**config.mk**
```make
export PLATFORM = sky130hd
export DESIGN_NAME = dsp_alu_arbiter
export DESIGN_NICKNAME = d
export VERILOG_FILES = /design/src/rtl/dsp_alu_arbiter.sv
export SDC_FILE = /design/constraint.sdc
export NUM_CORES = 1
export LEC_CHECK = 0
export CAP_MARGIN = 40
export CELL_PAD_IN_SITES_DETAIL_PLACEMENT = 1
export CELL_PAD_IN_SITES_GLOBAL_PLACEMENT = 1
export CORE_ASPECT_RATIO = 1.1
export CORE_UTILIZATION = 35
export CTS_CLUSTER_SIZE = 30
export DETAILED_ROUTE_END_ITERATION = 10
export PLACE_DENSITY_LB_ADDON = 0.1
export SYNTH_ARGS = -nofsm -noshare
export SYNTH_HDL_FRONTEND = slang
export SYNTH_SLANG_ARGS = --single-unit
```
**constraint.sdc**
```tcl
create_clock -name clk -period 4.7 [get_ports clk]
set_input_delay 1.175 -clock clk [delete_from_list [all_inputs] [get_ports clk]]
set_output_delay 1.175 -clock clk [all_outputs]
set_load 0.05 [all_outputs]
```
**src/rtl/dsp_alu_arbiter.sv**
```systemverilog
// Shares one nibble-serial ALU between two requesters: a, b, op, execute, wait for done, respond.
// Build with ARB_FIXED_PRIORITY_EN defined to make requester 0 always win ties (no rr_ptr).
module dsp_alu_arbiter #(
  parameter int TIMEOUT_CYCLES = 8,
  parameter int TO_W           = 4
) (
  input  logic       clk,
  input  logic       reset,
  input  logic [1:0] req_valid,
  output logic [1:0] req_ready,
  input  logic [7:0] req_a,
  input  logic [7:0] req_b,
  input  logic [7:0] req_op,
  output logic [1:0] rsp_valid,
  input  logic [1:0] rsp_ready,
  output logic [3:0] rsp_result,
  output logic [2:0] rsp_flags,
  output logic       rsp_err,
  output logic       alu_reset,
  output logic       alu_process,
  output logic [3:0] alu_data,
  input  logic [3:0] alu_result,
  input  logic [3:0] alu_flags
);

  typedef enum logic [2:0] {
    IDLE, SEND_A, SEND_B, SEND_OP, EXEC, WAIT, RESP
  } state_t;

  state_t          state, state_nxt;
  logic [3:0]      a_q, b_q, op_q;
  logic            id_q;
  logic [TO_W-1:0] to_cnt, cnt_nxt;
  logic            win;
  logic            grant_ok;

  logic            proc_nxt, alu_reset_nxt, err_nxt;
  logic [3:0]      data_nxt, res_nxt;
  logic [2:0]      flg_nxt;
  logic [1:0]      rsp_valid_nxt;

`ifdef ARB_FIXED_PRIORITY_EN
  assign win = ~req_valid[0];
`else
  logic rr_ptr;

  assign win = req_valid[rr_ptr] ? rr_ptr : ~rr_ptr;

  always_ff @(posedge clk) begin
    if (reset)
      rr_ptr <= 1'b0;
    else if (grant_ok)
      rr_ptr <= ~win;
  end
`endif

  // The ALU is still being resynced while alu_reset is high, so no grant then.
  assign grant_ok  = (state == IDLE) && !alu_reset && (req_valid != 2'b00);
  assign req_ready = {win, ~win} & {2{grant_ok}};

  always_comb begin
    state_nxt     = state;
    proc_nxt      = 1'b0;
    data_nxt      = 4'h0;
    alu_reset_nxt = 1'b0;
    rsp_valid_nxt = rsp_valid;
    res_nxt       = rsp_result;
    flg_nxt       = rsp_flags;
    err_nxt       = rsp_err;
    cnt_nxt       = to_cnt;
    case (state)
      IDLE: begin
        if (grant_ok) begin
          state_nxt = SEND_A;
          proc_nxt  = 1'b1;
          data_nxt  = req_a[{win, 2'b00} +: 4];
        end
      end
      SEND_A: begin
        state_nxt = SEND_B;
        proc_nxt  = 1'b1;
        data_nxt  = b_q;
      end
      SEND_B: begin
        state_nxt = SEND_OP;
        proc_nxt  = 1'b1;
        data_nxt  = op_q;
      end
      SEND_OP: begin
        state_nxt = EXEC;
        proc_nxt  = 1'b1;
      end
      EXEC: begin
        state_nxt = WAIT;
        cnt_nxt   = '0;
      end
      WAIT: begin
        if (alu_flags[0]) begin
          state_nxt     = RESP;
          rsp_valid_nxt = {id_q, ~id_q};
          res_nxt       = alu_result;
          flg_nxt       = alu_flags[3:1];
          err_nxt       = 1'b0;
        end else if (to_cnt == TO_W'(TIMEOUT_CYCLES - 1)) begin
          // Give up on this operation and knock the ALU back to its start state.
          state_nxt     = RESP;
          rsp_valid_nxt = {id_q, ~id_q};
          res_nxt       = 4'h0;
          flg_nxt       = 3'b000;
          err_nxt       = 1'b1;
          alu_reset_nxt = 1'b1;
        end else begin
          cnt_nxt = to_cnt + TO_W'(1);
        end
      end
      RESP: begin
        if (rsp_ready[id_q]) begin
          state_nxt     = IDLE;
          rsp_valid_nxt = 2'b00;
        end
      end
      default: state_nxt = IDLE;
    endcase
  end

  always_ff @(posedge clk) begin
    if (reset) begin
      state       <= IDLE;
      rsp_valid   <= 2'b00;
      rsp_result  <= 4'h0;
      rsp_flags   <= 3'b000;
      rsp_err     <= 1'b0;
      alu_reset   <= 1'b1;
      alu_process <= 1'b0;
      alu_data    <= 4'h0;
      to_cnt      <= '0;
      a_q         <= 4'h0;
      b_q         <= 4'h0;
      op_q        <= 4'h0;
      id_q        <= 1'b0;
    end else begin
      state       <= state_nxt;
      rsp_valid   <= rsp_valid_nxt;
      rsp_result  <= res_nxt;
      rsp_flags   <= flg_nxt;
      rsp_err     <= err_nxt;
      alu_reset   <= alu_reset_nxt;
      alu_process <= proc_nxt;
      alu_data    <= data_nxt;
      to_cnt      <= cnt_nxt;
      if (grant_ok) begin
        a_q  <= req_a[{win, 2'b00} +: 4];
        b_q  <= req_b[{win, 2'b00} +: 4];
        op_q <= req_op[{win, 2'b00} +: 4];
        id_q <= win;
      end
    end
  end

endmodule

```
# Yosys cells after proc, flatten, opt, wreduce, memory -nomap -nowiden
# Index checks and enable logic that the tools add are counted.
dict set report totals {
  regBits 33
}
dict set report op_classes {
  add_sub_neg 1
  magnitude_cmp 2
  n_eq_ne 12
  shift 3
  muxes 30
  bitwise_logic 4
  n_reduce_logical 13
}
# cell n
set ops {}
lappend ops {{indexed part select 8 x 4 -> 4 bit} 3}
lappend ops {{one-hot mux 3 bit (7 select lines)} 1}
lappend ops {{two-way mux 4 bit} 5}
lappend ops {{two-way mux 3 bit} 6}
lappend ops {{one-hot mux 4 bit (3 select lines)} 1}
lappend ops {{two-way mux 1 bit} 11}
lappend ops {{equality test 3 bit (second input constant)} 3}
lappend ops {{AND reduction 3 bit} 3}
lappend ops {{inequality test 2 bit (second input constant)} 4}
lappend ops {{one-hot mux 4 bit (2 select lines)} 1}
lappend ops {{nonzero test 2 bit} 4}
lappend ops {{equality test 3 x 2 -> 1 bit (second input constant)} 2}
lappend ops {{two-way mux 2 bit} 3}
lappend ops {{adder 4 x 1 -> 4 bit (second input constant)} 1}
lappend ops {{equality test 4 x 3 -> 1 bit (second input constant)} 1}
lappend ops {{less-than comparator 1 x 2 -> 1 bit (second input constant)} 2}
lappend ops {{one-hot mux 2 bit (2 select lines)} 1}
lappend ops {{equality test 3 x 1 -> 1 bit (second input constant)} 1}
lappend ops {{logical NOT 3 bit} 1}
lappend ops {{inequality test 3 bit (second input constant)} 1}
lappend ops {{inverter 1 bit} 3}
lappend ops {{OR reduction 3 bit} 1}
lappend ops {{AND 2 bit} 1}
lappend ops {{logical AND 1 bit} 2}
lappend ops {{3 further kinds} 3}

# Logic depth before layout (Yosys ltp)
# Gate-level depths: netlist of run 1.
dict set report depth {
  ltp_word 6
  ltp_mapped 5
  ltp_nobuf 5
}

# Worst setup path before layout of run 1
# No wires, ideal clock.
dict set report synth_timing {
  kind {input port to output port}
  from {input port req_valid[1]}
  to {output port req_ready[1]}
  arrival_time_ns 2.438
  t_required_ns 3.525
  slack_ns 1.087
  path_stages 3
  path_buffers 0
  path_cell_list {o21bai_2 -> or4_4 -> nor2_1}
}
dict set report synth_between {
  elab_chain_cells 4
  word_cells_on_any_way 6
}
# item line_no
set synth_rtl {}
lappend synth_rtl {{start: declaration} 9} ;# input logic [1:0] req_valid,
lappend synth_rtl {{two-way mux 1 bit (implied by the code) (2 in series)} 47} ;# assign win = req_valid[rr_ptr] ? rr_ptr : ~rr_ptr;
lappend synth_rtl {{two-way mux 1 bit} 47}
lappend synth_rtl {{AND 2 bit (*)} 59} ;# assign req_ready = {win, ~win} & {2{grant_ok}};
lappend synth_rtl {{end: declaration} 10} ;# output logic [1:0] req_ready,
# Mark *: on every way between the ends. The rest lies on a longest branch, timed or not. The select of a mux whose other input is x is not followed.

# Worst setup path after layout of run 1
# Ends and elaborated chain as after synthesis.

==> run metrics, run 1 <==
run status complete, no violations; data arrival time at the worst-slack endpoint 2800 ps; routed length per instance 14.8 um; final count of hold timing violations 0; kind of start point of the critical path input pin; number of antenna violations at the first check in global routing 0; number of clock sinks 33; Max stage delay cell, worst path sky130_fd_sc_hd__clkdlybuf4s50_1; clock buffers created by TritonCTS 5; Finish-stage setup viols 0; 1st-pass router iterations 4; number of instances in the synthesized netlist 149; Clk pin slew, worst setup/hold paths 70 ps; share of synthesized flip-flops with an asynchronous set or reset 0%; effective utilization at floorplan 37.0%; die outline height 70.4 um; number of top-level design ports 56; total die area 4520 um^2; global-route total usage across every layer 19.1%; share of post-route cells with drive strength above 1 9.71%; largest vdd supply drop 0.000166 V; post-route core utilization 53.8%; Setup Fix Bufs, Post-CTS 0; Detail Route Antenna Nets 0; number of nets in the layout 244; CTS Buffer Depth 2; Crit path max-delay family buffers and inverters; post-synthesis net count 188; grt total ovfl 0; drc violations 0; Layout Skew 5.75 ps; maximum number of pins on one net before global-route repair 19; number of buffers and inverters on the critical path 2; Crit Path Max Fanout 4; synth top area cells sky130_fd_sc_hd__dfxtp_1 44%, sky130_fd_sc_hd__mux2i_1 9.4%, sky130_fd_sc_hd__a211oi_1 4.5%; actual slew at the worst max-slew pin 745 ps; Routability Congestion 0.700; setup total negative slack 0 ps; Cell Pwr Density 307 nW/um^2; Setup crit end kind output pin; total inserted antenna cells 0; end of the critical path req_ready[1]; max cap viols 0; Horiz. Die Dim 64.2 um; Primary FF master, synth sky130_fd_sc_hd__dfxtp_1; kind of critical path input pin to output pin; area of the placeable core 4020 um^2; input/output buffers 55; leakage power total 0.822 nW; Post-synth top cells 33 x sky130_fd_sc_hd__dfxtp_1, 17 x sky130_fd_sc_hd__nor2_1, 14 x sky130_fd_sc_hd__mux2i_1; Slew Viols, Final 0; count of instances resized after the clock tree is built 0; first-pass GRT wire length 6700 um; Site Rows 24; Routed Wire Length 3830 um; Critical Path Source req_valid[1]; number of library cell types mapped by synthesis 42; worst endpoint required time 3520 ps; clock tree from TritonCTS built; RSZ-0062 raised after global routing false; latest clock arrival within the worst-skew pair 290 ps; FMAX 0.252 GHz; capture instance of the worst register-to-register path rsp_result[3]; R2R Path Start state[0]; largest incremental delay on the critical path 530 ps; number of flops mapped to enable cells by yosys 0; htree depth 2; root cell of the clock tree sky130_fd_sc_hd__clkbuf_8; chain of cells forming the critical path clkdlybuf4s50_1 -> o21bai_2 -> or4_4 -> nor2_1 -> buf_4; fraction of the yosys area taken by sequential cells 44.4%; summed instance area of the synthesized netlist 1490 um^2; Post-CTS Hold Fix Bufs 0; total via count after detailed routing 1348; Area growth syn-to-layout 45.3%; number of storage elements in the synthesis netlist 33; Min Clock Period, post-route 3970 ps; DR iter-0 viols 73; most common cell in the netlist sky130_fd_sc_hd__dfxtp_1; detailed placer's ending HPWL 2770 um; final worst-path cycle share 84.6%; setup slack on the worst flop-to-flop path 2860 ps; share of the synthesized area in the top cell type 44.4%; ratio of routed vias to standard cells 5.22; biggest area consumer among synthesized cells sky130_fd_sc_hd__dfxtp_1; Crit path depth 5; Ys Warns 0; number of global-route vias before repair 1399; Slew headroom 50.0%; HP Class flip-flop to flip-flop; average footprint of a synthesized cell 9.99 um^2; count of cells along the worst register-to-register path 3
[power breakdown]
part | internal [mW] | leakage [nW] | total, mW | switching (mW)
Sequential | 0.296 | 0.269 | 0.313 | 0.0167
Combinational | 0.0724 | 0.509 | 0.143 | 0.0703
Clock | 0.102 | 0.0439 | 0.209 | 0.107
Total | 0.471 | 0.822 | 0.665 | 0.194
[per-stage QoR]
stage / setup WS [ps] / cell area [um^2] / total power [mW] / hold slack [ps] / instances
after floorplan: 1090 / 1490 / 0.403 / 459 / 149
after global placement: 772 / 2080 / 0.457 / 451 / 250
after detailed placement: 720 / 2080 / 0.462 / 453 / 250
after CTS: 719 / 2160 / 0.671 / 479 / 258
after global routing: 641 / 2160 / 0.698 / 494 / 258
final: 726 / 2160 / 0.665 / 472 / 258
[placed cells by master (no fill, tap or decap), types with 3 or more instances in the layout]
cell | synthesis | routed
sky130_fd_sc_hd__o22ai_1 | 4 | 4
sky130_fd_sc_hd__inv_1 | 5 | 5
sky130_fd_sc_hd__nor3_1 | 4 | 4
sky130_fd_sc_hd__clkbuf_8 | 0 | 5
sky130_fd_sc_hd__a211oi_1 | 9 | 9
sky130_fd_sc_hd__buf_4 | 2 | 4
sky130_fd_sc_hd__mux2i_1 | 14 | 14
sky130_fd_sc_hd__a22oi_1 | 5 | 5
sky130_fd_sc_hd__clkdlybuf4s50_1 | 0 | 53
sky130_fd_sc_hd__dfxtp_1 | 33 | 33
sky130_fd_sc_hd__a21oi_1 | 4 | 4
sky130_fd_sc_hd__nor2_1 | 17 | 17
sky130_fd_sc_hd__nand2_1 | 3 | 3
sky130_fd_sc_hd__a22o_1 | 7 | 7
[sequential cells by signal, indices dropped and copies added, names as in the netlist]
register / flops
alu_data: 4
alu_process: 1
alu_reset: 1
b_q: 4
id_q: 1
op_q: 4
rr_ptr: 1
rsp_err: 1
rsp_flags: 3
rsp_result: 4
rsp_valid: 2
state: 3
to_cnt: 4
[layer usage]
metal | global-route usage [%] | part of all wire [%] | vias up
met5 | 0 | 0 | -
met1 | 24.6 | 47 | 626
met4 | 5.19 | 1.4 | 0
met3 | 5.72 | 5.0 | 7
met2 | 31.0 | 47 | 45
li1 | - | - | 670
[final cells by class]
cell class                 instances  area [um^2]
tap                               52         65.1
timing repair buffer              58          581
fill                             473         1860
clock buffer                       5         68.8
sequential                        33          661
multi-input combinational        102          752
clock inverter                     3         17.5
inverter                           5         18.8
[worst min-delay path by stage]
stage | startpoint | depth (start not counted) | slack [ps] | endpoint
2_1_floorplan | to_cnt[3] | 2 | 460 | to_cnt[3]
3_3_place_gp | rsp_valid[0] | 2 | 450 | rsp_valid[0]
3_5_place_dp | rsp_flags[0] | 1 | 450 | rsp_flags[0]
4_1_cts | rsp_flags[0] | 1 | 480 | rsp_flags[0]
5_1_grt | rsp_result[2] | 1 | 490 | rsp_result[2]
6_report | rsp_valid[1] | 2 | 470 | rsp_valid[1]
[tightest hold or removal path: stages, from the launching register on]
cell                      delay, ps
sky130_fd_sc_hd__dfxtp_1        310
sky130_fd_sc_hd__inv_1           50
sky130_fd_sc_hd__o41ai_1         60
[cell families (layout without fill, tap and decap cells)]
family / after synthesis / after routing / share of synthesized area (%)
fa+ha+maj: 1 / 1 / 0.840
flops: 33 / 33 / 44.4
mux: 15 / 15 / 10.9
compound gates: 45 / 45 / 23.1
buf+inv: 14 / 71 / 5.13
simple gates: 40 / 40 / 15.0
xor+xnor: 1 / 1 / 0.588
(Power assumes the default switching activity.)
==> run 2: changes to the inputs <==
--- a/config.mk
+++ b/config.mk
@@ -9,7 +9,7 @@
 export CELL_PAD_IN_SITES_DETAIL_PLACEMENT = 1
 export CELL_PAD_IN_SITES_GLOBAL_PLACEMENT = 1
 export CORE_ASPECT_RATIO = 1.1
-export CORE_UTILIZATION = 35
+export CORE_UTILIZATION = 32
 export CTS_CLUSTER_SIZE = 30
 export DETAILED_ROUTE_END_ITERATION = 10
 export PLACE_DENSITY_LB_ADDON = 0.1
==> constraint.sdc (replaced) <==
create_clock -name clk -period 3.7 [get_ports clk]
set_input_delay 0.925 -clock clk [delete_from_list [all_inputs] [get_ports clk]]
set_output_delay 0.925 -clock clk [all_outputs]
set_load 0.05 [all_outputs]
==> run metrics, run 2 (synthesized netlist as in run 1, its figures left out) <==
1st-pass router iterations 4 (unchanged); input/output buffers 55 (unchanged); M1 GR Usage 19.7% (-4.9 points); Finish-stage setup viols 0 (unchanged); total die area 4930 um^2 (+9.1%); total inserted antenna cells 0 (unchanged); Horiz. Die Dim 67.0 um (+4.4%); Crit Path Max Fanout 4 (unchanged); fill cell total of the finished layout 483 (+2.1%); clock buffers created by TritonCTS 5 (unchanged); routed length per instance 15.6 um (+4.9%); Critical Path Source req_valid[1]; Area growth syn-to-layout 49.5%; worst endpoint required time 2770 ps (-750 ps); Cell Pwr Density 444 nW/um^2 (+44%); total via count after detailed routing 1345 (-0.22%); Min Clock Period, post-route 3480 ps; chain of cells forming the critical path clkdlybuf4s50_1 -> o21bai_2 -> or4_4 -> nor2_1 -> buf_12; area of the placeable core 4380 um^2 (+8.8%); Slew Viols, Final 0 (unchanged); setup slack on the worst flop-to-flop path 1760 ps (-1100 ps); post-route core utilization 50.8% (-2.9 points); share of post-route cells with drive strength above 1 9.71% (unchanged); first-pass GRT wire length 6470 um (-3.5%); actual slew at the worst max-slew pin 812 ps (+67.7 ps); most common cell after layout, fill and taps aside sky130_fd_sc_hd__clkdlybuf4s50_1; Slew headroom 45.4% (-4.5 points); data arrival time at the worst-slack endpoint 2550 ps (-250 ps); number of placed instances with taps included 252 (+0.80%); Detail Route Antenna Nets 0 (unchanged); number of nets in the layout 244 (unchanged); htree depth 2 (unchanged); Max stage delay cell, worst path sky130_fd_sc_hd__clkdlybuf4s50_1; Logic pwr share 18.6% (-2.9 points); Post-CTS Hold Fix Bufs 0 (unchanged); number of clock sinks 33 (unchanged); clock tree from TritonCTS built; Site Rows 25 (+4.2%); detailed placer's ending HPWL 3000 um (+8.7%); max cap viols 0 (unchanged); R2R Path Start state[0]; Routed Wire Length 4050 um (+5.7%); GR met2 Demand/Resource 32.2% (+1.3 points); count of instances resized after the clock tree is built 0 (unchanged); largest incremental delay on the critical path 540 ps (about the same); die outline height 73.5 um (+4.5%); area of combinational cells with multiple inputs 752 um^2 (unchanged); Routability Congestion 0.761 (+8.7%); Final Non-Filler Cells 260 (+0.78%); total power 987 uW (+49%); root cell of the clock tree sky130_fd_sc_hd__clkbuf_8; area of all sequential standard cells 661 um^2 (unchanged); number of global-route vias before repair 1365 (-2.4%); ratio of routed vias to standard cells 5.17 (-0.99%); count of cells along the worst register-to-register path 3 (unchanged); global-route total usage across every layer 18.0% (-1.2 points); drc violations 0 (unchanged); Layout Skew 5.48 ps (-0.269 ps); FMAX 0.288 GHz; setup total negative slack 0 ps (unchanged); latest clock arrival within the worst-skew pair 290 ps (about the same); switching fraction of total power 25.2% (-4.0 points); met3 track utilization from global routing 5.28% (-0.44 points); leakage power total 0.850 nW (+3.3%); DR iter-0 viols 48 (-34%); run status complete, no violations; switching power 249 uW (+28%); most used cells in the layout excluding fill and tap cells 53 x sky130_fd_sc_hd__clkdlybuf4s50_1, 33 x sky130_fd_sc_hd__dfxtp_1, 17 x sky130_fd_sc_hd__nor2_1; largest vdd supply drop 0.000214 V (+29%); kind of critical path input pin to output pin; Pint 738 uW (+57%); Setup crit end kind output pin; capture instance of the worst register-to-register path rsp_flags[1]; clock network power share 41.1% (+9.6 points); number of antenna violations at the first check in global routing 0 (unchanged); end of the critical path req_ready[1]; sequential share of power 40.4% (-6.7 points); Setup Fix Bufs, Post-CTS 0 (unchanged); final worst-path cycle share 94.0%; HP Class flip-flop to flip-flop; CTS Buffer Depth 2 (unchanged); maximum number of pins on one net before global-route repair 18 (-1); number of top-level design ports 56 (unchanged); grt total ovfl 0 (unchanged); Clk pin slew, worst setup/hold paths 70 ps (about the same); effective utilization at floorplan 34.0% (-3.0 points); final count of hold timing violations 0 (unchanged); RSZ-0062 raised after global routing false; most congested layer reported by global routing met2; kind of start point of the critical path input pin
[run 2: cell count changes in the layout (fill, tap and decap cells not counted)]
cell	delta
sky130_fd_sc_hd__clkinv_2	-1
sky130_fd_sc_hd__clkinvlp_4	-1
sky130_fd_sc_hd__buf_12	+1
sky130_fd_sc_hd__bufinv_16	+2
sky130_fd_sc_hd__buf_4	-1
[run 2: area by class of cell]
class | instances | share of cell area [%]
timing repair buffer | 58 | 26.6
inverter | 5 | 0.843
multi-input combinational | 102 | 33.8
sequential | 33 | 29.7
tap | 54 | 3.04
clock buffer | 5 | 3.09
clock inverter | 3 | 2.92
[run 2: layer usage]
| metal | routed length [um] | share of wire, % |
|---|---|---|
| met2 | 2160 | 53 |
| met5 | 0 | 0 |
| met3 | 200 | 4.9 |
| met4 | 56 | 1.4 |
| met1 | 1630 | 40 |
[run 2: power groups by stage]
stage	clock (mW)	combinational [mW]	sequential (mW)
2_1_floorplan	0	0.0989	0.413
3_3_place_gp	0	0.180	0.405
3_5_place_dp	0	0.185	0.406
4_1_cts	0.416	0.186	0.398
5_1_grt	0.436	0.198	0.402
6_report	0.405	0.183	0.399
[run 2: how the worst min path moves through the flow]
| stage | startpoint | end | slack [ps] | depth (start not counted) |
|---|---|---|---|---|
| 2_1_floorplan | to_cnt[3] | to_cnt[3] | 460 | 2 |
| 3_3_place_gp | rsp_valid[1] | rsp_valid[1] | 450 | 2 |
| 3_5_place_dp | rsp_result[1] | rsp_result[1] | 460 | 1 |
| 4_1_cts | rsp_valid[0] | rsp_valid[0] | 470 | 2 |
| 5_1_grt | rsp_valid[0] | rsp_valid[0] | 510 | 2 |
| 6_report | rsp_valid[1] | rsp_valid[1] | 470 | 2 |
[run 2: per-stage QoR]
stage | cell area (um^2) | hold slack [ps] | worst slack [ps]
after floorplan | 1490 | 459 | 587
after global placement | 2090 | 453 | 275
after detailed placement | 2090 | 458 | 222
after CTS | 2230 | 472 | 218
after global routing | 2230 | 505 | 136
final | 2230 | 467 | 224
[run 2: critical path, delay by kind of cell]
family | cells | cell delay, ps
buf+inv | 2 | 730
compound gates | 1 | 140
simple gates | 2 | 750
